File: src/rtl/mem_bus_arbiter_pkg.sv
// Shared types and constants for the memory bus arbiter and its write serializer.
package mem_bus_arbiter_pkg;

  localparam int LINE_WORDS_DEF = 4;

  typedef enum logic [2:0] {
    ST_IDLE    = 3'd0,
    ST_RD_ADDR = 3'd1,
    ST_RD_DATA = 3'd2,
    ST_WR_ADDR = 3'd3,
    ST_WR_DATA = 3'd4,
    ST_WR_RESP = 3'd5
  } arb_state_t;

  typedef enum logic {
    OWN_ICACHE = 1'b0,
    OWN_DCACHE = 1'b1
  } arb_owner_t;

  // Bus burst length field (beats minus one): single beat for uncached, full line otherwise.
  function automatic logic [7:0] burst_len(input logic uncached, input int line_words);
    return uncached ? 8'd0 : 8'(line_words - 1);
  endfunction

endpackage

File: src/rtl/mem_arb_wr_serializer.sv
// Captures a dcache write (line or single word) at grant and presents it one beat at a time.
module mem_arb_wr_serializer
  import mem_bus_arbiter_pkg::*;
#(
  parameter int LINE_WORDS = LINE_WORDS_DEF
) (
  input  logic                    clk,
  input  logic                    rst,
  input  logic                    load,
  input  logic                    advance,
  input  logic [32*LINE_WORDS-1:0] line_in,
  input  logic [3:0]              strb_in,
  input  logic                    uncached_in,
  output logic [31:0]             wdata,
  output logic                    wlast,
  output logic [3:0]              wstrb
);

  localparam int BEAT_W = $clog2(LINE_WORDS);

  logic [32*LINE_WORDS-1:0] line_q, line_d;
  logic [3:0]               strb_q, strb_d;
  logic [BEAT_W-1:0]        beat_q, beat_d;
  logic [BEAT_W-1:0]        last_q, last_d;
  logic [31:0]              words [LINE_WORDS];

  // Split the latched line into addressable words (word 0 in the low bits).
  generate
    for (genvar gi = 0; gi < LINE_WORDS; gi++) begin : g_word
      assign words[gi] = line_q[gi*32 +: 32];
    end
  endgenerate

  // Latch on grant; step the beat pointer on each accepted data beat.
  always_comb begin
    line_d = line_q;
    strb_d = strb_q;
    beat_d = beat_q;
    last_d = last_q;
    if (load) begin
      line_d = line_in;
      strb_d = uncached_in ? strb_in : 4'hF;
      beat_d = '0;
      last_d = uncached_in ? '0 : BEAT_W'(LINE_WORDS - 1);
    end else if (advance) begin
      beat_d = beat_q + 1'b1;
    end
  end

  // Serializer registers.
  always_ff @(posedge clk) begin
    if (rst) begin
      line_q <= '0;
      strb_q <= '0;
      beat_q <= '0;
      last_q <= '0;
    end else begin
      line_q <= line_d;
      strb_q <= strb_d;
      beat_q <= beat_d;
      last_q <= last_d;
    end
  end

  assign wdata = words[beat_q];
  assign wlast = (beat_q == last_q);
  assign wstrb = strb_q;

endmodule

File: src/rtl/mem_bus_arbiter.sv
// Arbitrates the icache and dcache onto one SRAM-like bus and sequences each transaction.
module mem_bus_arbiter
  import mem_bus_arbiter_pkg::*;
#(
  parameter int LINE_WORDS = LINE_WORDS_DEF,
  parameter int ADDR_W     = 32
) (
  input  logic                     clk,
  input  logic                     rst,
  input  logic                     icache_rd_req,
  input  logic [ADDR_W-1:0]        icache_rd_addr,
  output logic                     icache_rd_ack,
  output logic                     icache_ret_valid,
  output logic                     icache_ret_last,
  output logic [31:0]              icache_ret_data,
  input  logic                     dcache_rd_req,
  input  logic [ADDR_W-1:0]        dcache_rd_addr,
  input  logic                     dcache_rd_uncached,
  output logic                     dcache_rd_ack,
  output logic                     dcache_ret_valid,
  output logic                     dcache_ret_last,
  output logic [31:0]              dcache_ret_data,
  input  logic                     dcache_wr_req,
  input  logic [ADDR_W-1:0]        dcache_wr_addr,
  input  logic                     dcache_wr_uncached,
  input  logic [3:0]               dcache_wr_strb,
  input  logic [32*LINE_WORDS-1:0] dcache_wr_data,
  output logic                     dcache_wr_ack,
  output logic                     dcache_wr_done,
  output logic                     bus_req,
  output logic                     bus_wr,
  output logic [7:0]               bus_len,
  output logic [ADDR_W-1:0]        bus_addr,
  output logic [3:0]               bus_wstrb,
  input  logic                     bus_addr_ok,
  input  logic                     bus_rvalid,
  input  logic                     bus_rlast,
  input  logic [31:0]              bus_rdata,
  output logic                     bus_wvalid,
  output logic                     bus_wlast,
  output logic [31:0]              bus_wdata,
  input  logic                     bus_wready,
  input  logic                     bus_bvalid
);

  arb_state_t        state_q, state_d;
  arb_owner_t        owner_q, owner_d;
  arb_owner_t        last_rd_q, last_rd_d;
  arb_owner_t        pick;
  logic [ADDR_W-1:0] addr_q, addr_d;
  logic [7:0]        len_q, len_d;
  logic              wr_done_q, wr_done_d;
  logic              wr_load;
  logic [31:0]       ser_wdata;
  logic              ser_wlast;
  logic [3:0]        ser_wstrb;

  mem_arb_wr_serializer #(.LINE_WORDS(LINE_WORDS)) u_wr_ser (
    .clk         (clk),
    .rst         (rst),
    .load        (wr_load),
    .advance     (state_q == ST_WR_DATA && bus_wready),
    .line_in     (dcache_wr_data),
    .strb_in     (dcache_wr_strb),
    .uncached_in (dcache_wr_uncached),
    .wdata       (ser_wdata),
    .wlast       (ser_wlast),
    .wstrb       (ser_wstrb)
  );

  // Next state: write first, then round-robin between the two read requesters.
  always_comb begin
    state_d   = state_q;
    owner_d   = owner_q;
    last_rd_d = last_rd_q;
    addr_d    = addr_q;
    len_d     = len_q;
    wr_load   = 1'b0;
    wr_done_d = 1'b0;
    pick      = OWN_DCACHE;
    case (state_q)
      ST_IDLE: begin
        if (dcache_wr_req) begin
          owner_d = OWN_DCACHE;
          addr_d  = dcache_wr_addr;
          len_d   = burst_len(dcache_wr_uncached, LINE_WORDS);
          wr_load = 1'b1;
          state_d = ST_WR_ADDR;
        end else if (icache_rd_req || dcache_rd_req) begin
          if (icache_rd_req && dcache_rd_req)
            pick = (last_rd_q == OWN_DCACHE) ? OWN_ICACHE : OWN_DCACHE;
          else
            pick = dcache_rd_req ? OWN_DCACHE : OWN_ICACHE;
          owner_d   = pick;
          last_rd_d = pick;
          if (pick == OWN_DCACHE) begin
            addr_d = dcache_rd_addr;
            len_d  = burst_len(dcache_rd_uncached, LINE_WORDS);
          end else begin
            addr_d = icache_rd_addr;
            len_d  = burst_len(1'b0, LINE_WORDS);
          end
          state_d = ST_RD_ADDR;
        end
      end
      ST_RD_ADDR: if (bus_addr_ok) state_d = ST_RD_DATA;
      ST_RD_DATA: if (bus_rvalid && bus_rlast) state_d = ST_IDLE;
      ST_WR_ADDR: if (bus_addr_ok) state_d = ST_WR_DATA;
      ST_WR_DATA: if (bus_wready && ser_wlast) state_d = ST_WR_RESP;
      ST_WR_RESP: begin
        if (bus_bvalid) begin
          wr_done_d = 1'b1;
          state_d   = ST_IDLE;
        end
      end
      default: state_d = ST_IDLE;
    endcase
  end

  // State, ownership and latched request registers; reset favours dcache for the first read.
  always_ff @(posedge clk) begin
    if (rst) begin
      state_q   <= ST_IDLE;
      owner_q   <= OWN_DCACHE;
      last_rd_q <= OWN_ICACHE;
      addr_q    <= '0;
      len_q     <= '0;
      wr_done_q <= 1'b0;
    end else begin
      state_q   <= state_d;
      owner_q   <= owner_d;
      last_rd_q <= last_rd_d;
      addr_q    <= addr_d;
      len_q     <= len_d;
      wr_done_q <= wr_done_d;
    end
  end

  // Outputs per phase; everything is forced low while reset is asserted so a mid-burst reset drops beats and pulses at once.
  always_comb begin
    icache_rd_ack    = 1'b0;
    icache_ret_valid = 1'b0;
    icache_ret_last  = 1'b0;
    icache_ret_data  = '0;
    dcache_rd_ack    = 1'b0;
    dcache_ret_valid = 1'b0;
    dcache_ret_last  = 1'b0;
    dcache_ret_data  = '0;
    dcache_wr_ack    = 1'b0;
    dcache_wr_done   = 1'b0;
    bus_req          = 1'b0;
    bus_wr           = 1'b0;
    bus_len          = '0;
    bus_addr         = '0;
    bus_wstrb        = '0;
    bus_wvalid       = 1'b0;
    bus_wlast        = 1'b0;
    bus_wdata        = '0;
    if (!rst) begin
      dcache_wr_done = wr_done_q;
      case (state_q)
        ST_IDLE: dcache_wr_ack = dcache_wr_req;
        ST_RD_ADDR: begin
          bus_req  = 1'b1;
          bus_addr = addr_q;
          bus_len  = len_q;
          icache_rd_ack = bus_addr_ok && (owner_q == OWN_ICACHE);
          dcache_rd_ack = bus_addr_ok && (owner_q == OWN_DCACHE);
        end
        ST_RD_DATA: begin
          if (owner_q == OWN_ICACHE) begin
            icache_ret_valid = bus_rvalid;
            icache_ret_last  = bus_rvalid && bus_rlast;
            icache_ret_data  = bus_rdata;
          end else begin
            dcache_ret_valid = bus_rvalid;
            dcache_ret_last  = bus_rvalid && bus_rlast;
            dcache_ret_data  = bus_rdata;
          end
        end
        ST_WR_ADDR: begin
          bus_req   = 1'b1;
          bus_wr    = 1'b1;
          bus_addr  = addr_q;
          bus_len   = len_q;
          bus_wstrb = ser_wstrb;
        end
        ST_WR_DATA: begin
          bus_wvalid = 1'b1;
          bus_wlast  = ser_wlast;
          bus_wdata  = ser_wdata;
          bus_wstrb  = ser_wstrb;
        end
        default: ;
      endcase
    end
  end

endmodule

File: config.mk
export PLATFORM = sky130hd
export DESIGN_NAME = mem_bus_arbiter
export DESIGN_NICKNAME = d
export VERILOG_FILES = /design/src/rtl/mem_bus_arbiter_pkg.sv /design/src/rtl/mem_arb_wr_serializer.sv /design/src/rtl/mem_bus_arbiter.sv
export SDC_FILE = /design/constraint.sdc
export NUM_CORES = 1
export LEC_CHECK = 0
export BUFFER_PORTS_ARGS = -buffer_cell sky130_fd_sc_hd__buf_2
export CORE_AREA = 2 2 164 166
export DETAILED_ROUTE_END_ITERATION = 10
export DIE_AREA = 0 0 166 168
export GPL_ROUTABILITY_DRIVEN = 0
export GPL_TIMING_DRIVEN = 1
export PLACE_DENSITY_LB_ADDON = 0.25
export SLEW_MARGIN = 20
export SYNTH_ARGS = -nofsm -noshare
export SYNTH_HDL_FRONTEND = slang
export SYNTH_SLANG_ARGS = --single-unit
File: constraint.sdc
create_clock -name clk -period 2 [get_ports clk]
set_clock_uncertainty 0.2 [all_clocks]
set_input_delay 0.1 -clock clk [delete_from_list [all_inputs] [get_ports clk]]
set_output_delay 0.1 -clock clk [all_outputs]
set_load 0.05 [all_outputs]
* Word-level counts from Yosys, hierarchy flattened
Cells that the tools add are included.
** Cells by class
- Reduce and logical (&&, ||, !) cells :: 16
- Bitwise logic cells :: 4
- Equal/unequal tests :: 12
- Order comparisons :: 1
- Mux-type cells :: 73
- $add $sub $neg :: 1
** Operators by type and width (count)
- $mux 32 :: 15
- $bmux 32 s2 :: 1
- $mux 1 :: 38
- $mux 8 :: 4
- $mux 3 :: 7
- $pmux 3 s6 :: 1
- $mux 4 :: 3
- $mux 2 :: 4
- $ne 2x2->1 const B :: 4
- $reduce_or 2->1 :: 4
- $eq 3x2->1 const B :: 2
- $eq 3x3->1 const B :: 2
- $logic_and 1x1->1 :: 6
- $reduce_and 6->1 :: 1
- $eq 3x1->1 const B :: 1
- $ge 3x3->1 const B :: 1
- $logic_not 3->1 :: 1
- $ne 3x3->1 const B :: 1
- $not 1->1 :: 3
- $not 2->3 :: 1
- $reduce_and 3->1 :: 1
- $add 2x1->2 const B :: 1
- $eq 2x2->1 :: 1
- $ne 2x1->1 const B :: 1
- 3 further kinds :: 3
** Word-level totals
- Word-level logic and storage cells :: 117
- Register bits :: 182

* Longest topological paths before layout
Gate-level depths: netlist of run 1.
- Word-level depth :: 8
- Mapped depth :: 6
- Mapped depth without buffers :: 3

* By module
Synthesis of run 1 repeated with hierarchy kept, for this count alone.
** Second synthesis, totals
- Cell total of the unflattened synthesis :: 928
- Area total of the unflattened synthesis :: 9116.2 um^2
** By module, submodules not included
- mem_arb_wr_serializer :: cells each 484, times used 1, area each 5624.1 um^2
- mem_bus_arbiter :: cells each 444, times used 1, area each 3492.1 um^2

* Least setup slack after synthesis of run 1
Ideal clock, no wire load.
- Kind :: register -> output
- Start :: register state_q[0]
- End :: output port bus_len[1]
- Stages on the path, launching flop included :: 6
- Data required time :: 1.700 ns
- Path slack :: -0.585 ns
- Arrival :: 2.285 ns
- Buffers on the path :: 2
- Cell sequence :: dfxtp_1 nor2b_1 nor2b_1 clkbuf_1 and2_1 buf_4
** On the way
- Longest elaborated chain between the ends :: 4
** RTL lines
- start, declared :: line mem_bus_arbiter.sv:46 : arb_state_t state_q, state_d;
- start signal, assigned :: line mem_bus_arbiter.sv:130 : state_q <= state_d;
- $eq 3x2->1 / $eq 3x1->1 (equally long branches) :: line mem_bus_arbiter.sv:161 : case (state_q)
- $reduce_or 2->1 (no line) (*)
- $mux 8 (*) :: line mem_bus_arbiter.sv:161
- $mux 8 (*) :: line mem_bus_arbiter.sv:159 : if (!rst) begin
- end, declared :: line mem_bus_arbiter.sv:32 : output logic [7:0] bus_len,
Every way passes the cells marked *; elsewhere a longest branch is shown, timed or not.

* Worst setup path in the final report of run 1
- Start :: register u_wr_ser.beat_q[0]
- End :: output port bus_wdata[27]
** On the way
- Longest elaborated chain between the ends :: 6
** RTL lines
- start, declared :: line mem_arb_wr_serializer.sv:23 : logic [BEAT_W-1:0] beat_q, beat_d;
- start signal, assigned :: line mem_arb_wr_serializer.sv:60 : beat_q <= beat_d;
- $not 2->3 (implied by the code) :: line mem_arb_wr_serializer.sv:65 : assign wdata = words[beat_q];
- $bmux 32 s2 :: line mem_arb_wr_serializer.sv:65
- $mux 32 (implied by the code) (2 in a row) :: line mem_arb_wr_serializer.sv:65
- $mux 32 :: line mem_bus_arbiter.sv:161
- $mux 32 :: line mem_bus_arbiter.sv:159
- end, declared :: line mem_bus_arbiter.sv:41 : output logic [31:0] bus_wdata,
Every way passes these cells. The select of a mux whose other input is x is not followed.

==> key figures, run 1 <==
Run status
  • Status: complete, but fails checks
  • Failing checks: setup timing

Die
  • Initial core utilization: 35.23%
  • Die area: 27890 um2
  • Ports: 424
  • Die W: 166 um
  • Core area: 26350 um2
  • # rows: 60
  • DIE HEIGHT: 168 um

Synthesis
  • Number of flops mapped to enable cells by yosys: 0
  • Mapped Area: 9284 um2
  • Asr flop ratio synth: 0%
  • Synth unique cells: 44
  • Mean post-synth cell area: between 8 and 9 um2
  • Sequential-to-total area share from yosys stat: 37.52%
  • Synth Register Bits: 174
  • Synthesized instance count: roughly 1100
  • YS warnings: 0
  • Top FF cell, synth: dfxtp_1

Worst setup path
  • Delay-heaviest family, CP: multiplexers
  • Setup crit start kind: register
  • Most common cell on crit path: buf_4
  • CP Class: register to output port
  • Slowest cell on the critical path: mux4_2
  • Setup crit end kind: output port
  • Buf+Inv Stages, Crit Path: 2
  • WP data required: about 1.7 ns
  • FF-to-FF Start: state_q[2]$_SDFFE_PP0P_
  • RR Endpoint: addr_q[5]$_SDFFE_PP0P_
  • Crit-path cells: buf_4 -> mux4_2 -> and3_1 -> buf_4
  • Setup slack, reg-to-reg: 0.05 ns
  • Critical path arrival: a little under 2 ns
  • Critical path fanouts, max: 6
  • R2r worst-path depth: 6
  • Crit-path max cell delay: 0.48 ns

Clock network
  • Maximum clock insertion buffer count: 2
  • CTS H-tree lvls: 4
  • Reg clk slew, reported paths: 0.07 ns
  • Worst skew pair latency: approximately 0.42 ns
  • Root Buffer: clkbuf_16
  • TritonCTS clock tree: built
  • Num CTS Buffers: 17
  • Sink Count: 174

Placement
  • HPWL Detailed: 22520 um
  • Buffers on Ports: 417
  • Placed cell count: 1812

Cells and area
  • Layout cells sized above 1: 44.54%
  • Commonest non-fill, non-tap cell in the layout: buf_2
  • Nets: 2017
  • Commonest cells after routing, fill and taps aside: buf_2, nand2_1, dlygate4sd3_1
  • Layout area overhead: 85.55%
  • Non-filler instance count after layout: 2100

Min path
  • Hold Crit Depth: 4
  • Hold path startpoint: dcache_rd_addr[21]
  • Hold EP: addr_q[21]$_SDFFE_PP0P_
  • Hold Crit Class: input pin to register

Route
  • Via density: ~5.3
  • DRC: 0
  • Router iterations before antenna repair: 5
  • DRC marker count from the first detailed-route iteration: 932
  • WL per Instance: a little under 20 um
  • Via count: 11050
  • Post-route ant nets: 0
  • Total wire length: 40860 um

Timing
  • RSZ-0062 raised after global routing: true
  • Final period util: 111.4%
  • Slew Limit Fails: 0
  • Worst-Margin Slew: 0.6265 ns
  • Final min period: about 2.2 ns
  • Final setup fails: 143
  • Peak Freq: 0.4489 GHz
  • Fin. Hold Viols: 0
  • Fin worst setup slack: -0.2276 ns
  • Worst relative slew slack: roughly three fifths

Flow run
  • Max Cap Viol: 0

Pwr
  • Peak supply drop: just under 0.5 mV
  • Pwr per Cell Area: 628.4 nW/um2
  • P_leak: ~7.4 nW
  • Pwr Total: 0.01083 W

Global routing
  • Total track usage: 27.51%
  • Gr ovfl total: 0
  • Pin count of the biggest net entering global routing: 105
  • Vias in the first global route: approximately 11000
  • First-pass GRT wire length: 61150 um
  • Initial antenna violation count: 2
[worst reg2reg max path: stages (launching register included)]
cell and delay, ns:
dfxtp_4 0.35, buf_6 0.12, buf_4 0.14, or3_1 0.40, buf_4 0.22, o21ai_0 0.26, o41ai_2 0.13
[sequential cells by signal, summed over array words and instances (netlist names)]
register,cells
state_q,3
wr_done_q,1
last_rd_q,1
len_q,1
u_wr_ser.beat_q,2
u_wr_ser.line_q,128
owner_q,1
addr_q,32
u_wr_ser.last_q,1
u_wr_ser.wstrb,4
[cell families (layout without fill, tap and decap cells)]
kind of cell           after synthesis  in the layout  synth area share, %
buffers and inverters              118            757                6.698
flip-flops                         174            174                37.52
XOR/XNOR                             1              1              0.09436
multiplexers                        32             32                7.763
AND/OR/NAND/NOR                    546            546                28.98
other                                1              7              0.04039
AO/OA/AOI/OAI                      242            242                18.91
[repair_timing]
item	in CTS	in global routing
hold buffers	209	0
cloned	17	4
pin swaps	66	35
gates resized for setup	524	114
endpoints found under the setup margin	145	286
setup buffers	23	16
endpoints found under the hold margin	172	0
[layout make-up]
cell class	count	area, um2
multi-input combinational	827	5769
fill	1936	9124
antenna	1	2.502
tap	341	426.7
clock buffer	17	425.4
inverter	5	18.77
clock inverter	15	210.2
sequential	174	3500
timing repair buffer	720	6874
[metrics by stage]
stage	util, %	setup WS [ns]	hold slack [ns]	cell area (um2)	TNS, ns
final	65.38	-0.2276	0.01705	17230	-15.98
after CTS	64.15	-0.2595	0.0004102	16910	-19.54
after global routing	65.38	-0.2928	0.03409	17230	-24.09
after floorplan	-	-0.1560	-0.004389	9320	-0.1560
after detailed placement	44.86	0.06117	0.1471	11820	0
after global placement	44.86	0.08631	0.1433	11820	0
[report_power, final]
part / leakage, nW / switching [W] / total (W) / internal, W
logic: 5.64 / 0.00170 / 0.00333 / 0.00163
registers: 1.43 / 0.000210 / 0.00402 / 0.00381
clock network: 0.299 / 0.00175 / 0.00347 / 0.00172
total: 7.37 / 0.00367 / 0.0108 / 0.00716
[how the worst max path moves through the flow]
stage,cells past startpoint,slack [ns],to,start
after floorplan,5,-0.16,bus_len[1],state_q[0]$_SDFFE_PP0P_
after global placement,4,0.09,bus_wstrb[1],state_q[2]$_SDFFE_PP0P_
after detailed placement,4,0.06,bus_wstrb[2],state_q[2]$_SDFFE_PP0P_
after CTS,4,-0.26,bus_wdata[27],u_wr_ser.beat_q[0]$_SDFFE_PP0P_
after global routing,4,-0.29,bus_wdata[27],u_wr_ser.beat_q[0]$_SDFFE_PP0P_
final,4,-0.23,bus_wdata[27],u_wr_ser.beat_q[0]$_SDFFE_PP0P_
[synthesized netlist by cell type, types with 2 or more instances]
cell,instances,area share (%)
nand2_1,262,11
dfxtp_1,174,38
and2_1,136,9.2
a21oi_1,131,7.1
clkbuf_1,58,2.3
nor2_1,46,1.9
and3_1,38,2.6
nor2b_1,37,2.5
o21ai_0,37,2.0
mux4_2,32,7.8
o41ai_2,28,4.9
buf_2,26,1.4
a221oi_1,22,2.1
buf_6,13,1.6
a221oi_2,10,1.6
buf_4,10,0.81
nor3_1,9,0.49
buf_1,5,0.20
inv_1,4,0.16
nor3b_2,4,0.54
o41ai_1,4,0.38
a211oi_1,3,0.24
or3_1,3,0.20
a31oi_1,2,0.13
[layer usage]
layer | share of wire [%] | vias up | global-route usage (%)
li1 | - | 5081 | -
met1 | 39 | 5272 | 33.40
met2 | 50 | 578 | 47.07
met3 | 7.2 | 118 | 6.229
met4 | 3.8 | 2 | 11.61
met5 | 0.032 | - | 0
Power figures use the tool's default switching activity.
==> run 2: changes to the inputs <==
==> constraint.sdc (replaced) <==
create_clock -name clk -period 2 [get_ports clk]
set_clock_uncertainty 0.2 [all_clocks]
set_input_delay 0.4 -clock clk [delete_from_list [all_inputs] [get_ports clk]]
set_output_delay 0.4 -clock clk [all_outputs]
set_load 0.05 [all_outputs]
==> key figures, run 2 (synthesis gave the netlist of run 1 again) <==
Run status
  • Status: complete, but fails checks
  • Failing checks: setup timing

Route
  • DRC marker count from the first detailed-route iteration: 816
  • DRC: 0
  • Met2 WL: between 20000 and 25000 um
  • Met3 routed WL: 3514 um
  • Highest Signal Layer: met5
  • Router iterations before antenna repair: 5
  • WL per Instance: 22.47 um
  • Total wire length: 44800 um
  • Via density: around 5.5
  • Via count: 10890
  • Post-route ant nets: 0
  • Met1 Wirelength: 17120 um

Timing
  • Fin worst setup slack: -0.5871 ns
  • RSZ-0062 raised after global routing: true
  • Final min period: 2.587 ns
  • Worst-Margin Slew: between 1 and 1.5 ns
  • Final setup fails: 281
  • Worst relative slew slack: 10.02%
  • Fin. Hold Viols: 0
  • Final period util: 129.4%
  • Slew Limit Fails: 0
  • Peak Freq: 0.3865 GHz

Global routing
  • Initial antenna violation count: 7
  • First-pass GRT wire length: 60140 um
  • Vias in the first global route: 10680
  • Pin count of the biggest net entering global routing: 97
  • Total track usage: 27.16%
  • Gr ovfl total: 0

Die
  • Core area: 26350 um2
  • DIE HEIGHT: 168 um
  • Initial core utilization: 35.23%
  • # rows: 60
  • Die area: 27890 um2
  • Die W: 166 um
  • Ports: ~420

Clock network
  • Sink Count: between 150 and 200
  • Worst skew pair latency: about 0.44 ns
  • Num CTS Buffers: 17
  • TritonCTS clock tree: built
  • Reg clk slew, reported paths: 0.09 ns
  • Root Buffer: clkbuf_16
  • Maximum clock insertion buffer count: 2
  • CTS H-tree lvls: 4

Cells and area
  • Max FFs per register: 128
  • Largest Register: u_wr_ser.line_q
  • Util after Layout: 67.38%
  • Nets: 1907
  • Commonest non-fill, non-tap cell in the layout: buf_2
  • Commonest cells after routing, fill and taps aside: buf_2, nand2_1, dfxtp_1
  • Layout area overhead: 91.24%
  • Layout cells sized above 1: 60.80%

Min path
  • Hold Crit Class: input pin to register

Pwr
  • Peak supply drop: between 0.5 and 0.6 mV
  • Pwr per Cell Area: 656.9 nW/um2
  • P_leak: between 7 and 8 nW

Worst setup path
  • WP data required: roughly 1.4 ns
  • Setup crit start kind: register
  • Critical path fanouts, max: 5
  • Setup crit end kind: output port
  • CP Class: register to output port
  • Critical path arrival: around 2.0 ns

Placement
  • HPWL Detailed: 22900 um
  • Dpl ws: -0.1412 ns
  • Buffers on Ports: 417

Flow run
  • Max Cap Viol: 0
## run 2: changes by cell type in the layout (fill, tap and decap cells not counted), sizes merged
cell	previous run	this run
clkinvlp	1	5
dlymetal6s4s	1	0
inv	7	10
diode	1	5
clkinv	12	4
buf	505	527
clkbuf	21	39
dlygate4sd3	208	60
## run 2: final timing paths
path | end | slack [ns] | depth (start not counted) | start
worst max register to register | u_wr_ser.line_q[88]$_SDFFE_PP0P_ | -0.29 | 9 | state_q[2]$_SDFFE_PP0P_
worst min register to register | u_wr_ser.line_q[19]$_SDFFE_PP0P_ | 0.26 | 2 | u_wr_ser.line_q[19]$_SDFFE_PP0P_
worst min-delay path | u_wr_ser.line_q[126]$_SDFFE_PP0P_ | 0.007 | 3 | dcache_wr_data[126]
worst max-delay path | bus_wdata[11] | -0.59 | 5 | u_wr_ser.beat_q[0]$_SDFFE_PP0P_
## run 2: metrics by stage
| stage | area, um2 | TNS [ns] | cells | power, W | hold slack [ns] |
|---|---|---|---|---|---|
| detailed placement | 12340 | -10.50 | 1818 | 0.006495 | 0.2453 |
| floorplan | 9673 | -2.677 | 1119 | 0.005638 | 0.2331 |
| global route | 17750 | -98.94 | 1993 | 0.01204 | 0.006509 |
| CTS | 15960 | -63.24 | 1959 | 0.01048 | 0.00006606 |
| finish | 17750 | -88.63 | 1994 | 0.01166 | 0.007007 |
| global placement | 12340 | -7.850 | 1818 | 0.006468 | 0.2394 |
## run 2: power breakdown
group | switching, W | internal (W)
logic | 0.00217 | 0.00205
registers | 0.000282 | 0.00381
clock network | 0.00168 | 0.00167
total | 0.00413 | 0.00753
## run 2: critical path: stages (launching register included)
cell,delay (ns)
dfxtp_4,0.42
buf_12,0.12
buf_12,0.12
mux4_2,0.53
and3_4,0.20
buf_8,0.14
## run 2: metal layers
| layer | GRT usage, % | vias to the layer above |
|---|---|---|
| li1 | - | 4874 |
| met1 | 33.87 | 5261 |
| met2 | 46.13 | 620 |
| met3 | 6.182 | 126 |
| met4 | 9.830 | 4 |
| met5 | 0 | - |
## run 2: layout make-up
cell class	count	area, um2
inverter	5	22.52
timing repair buffer	610	6384
sequential	174	3497
multi-input combinational	827	6838
clock buffer	18	429.2
fill	1842	8596
clock inverter	14	145.1
antenna	5	12.51
tap	341	426.7
## run 2: timing repair
action	CTS	global route
pin swaps	87	226
gates cloned	21	30
buffers inserted	30	14
setup endpoints to repair	214	304
resized for setup	484	405
endpoints found under the hold margin	59	1
hold buffers	59	1
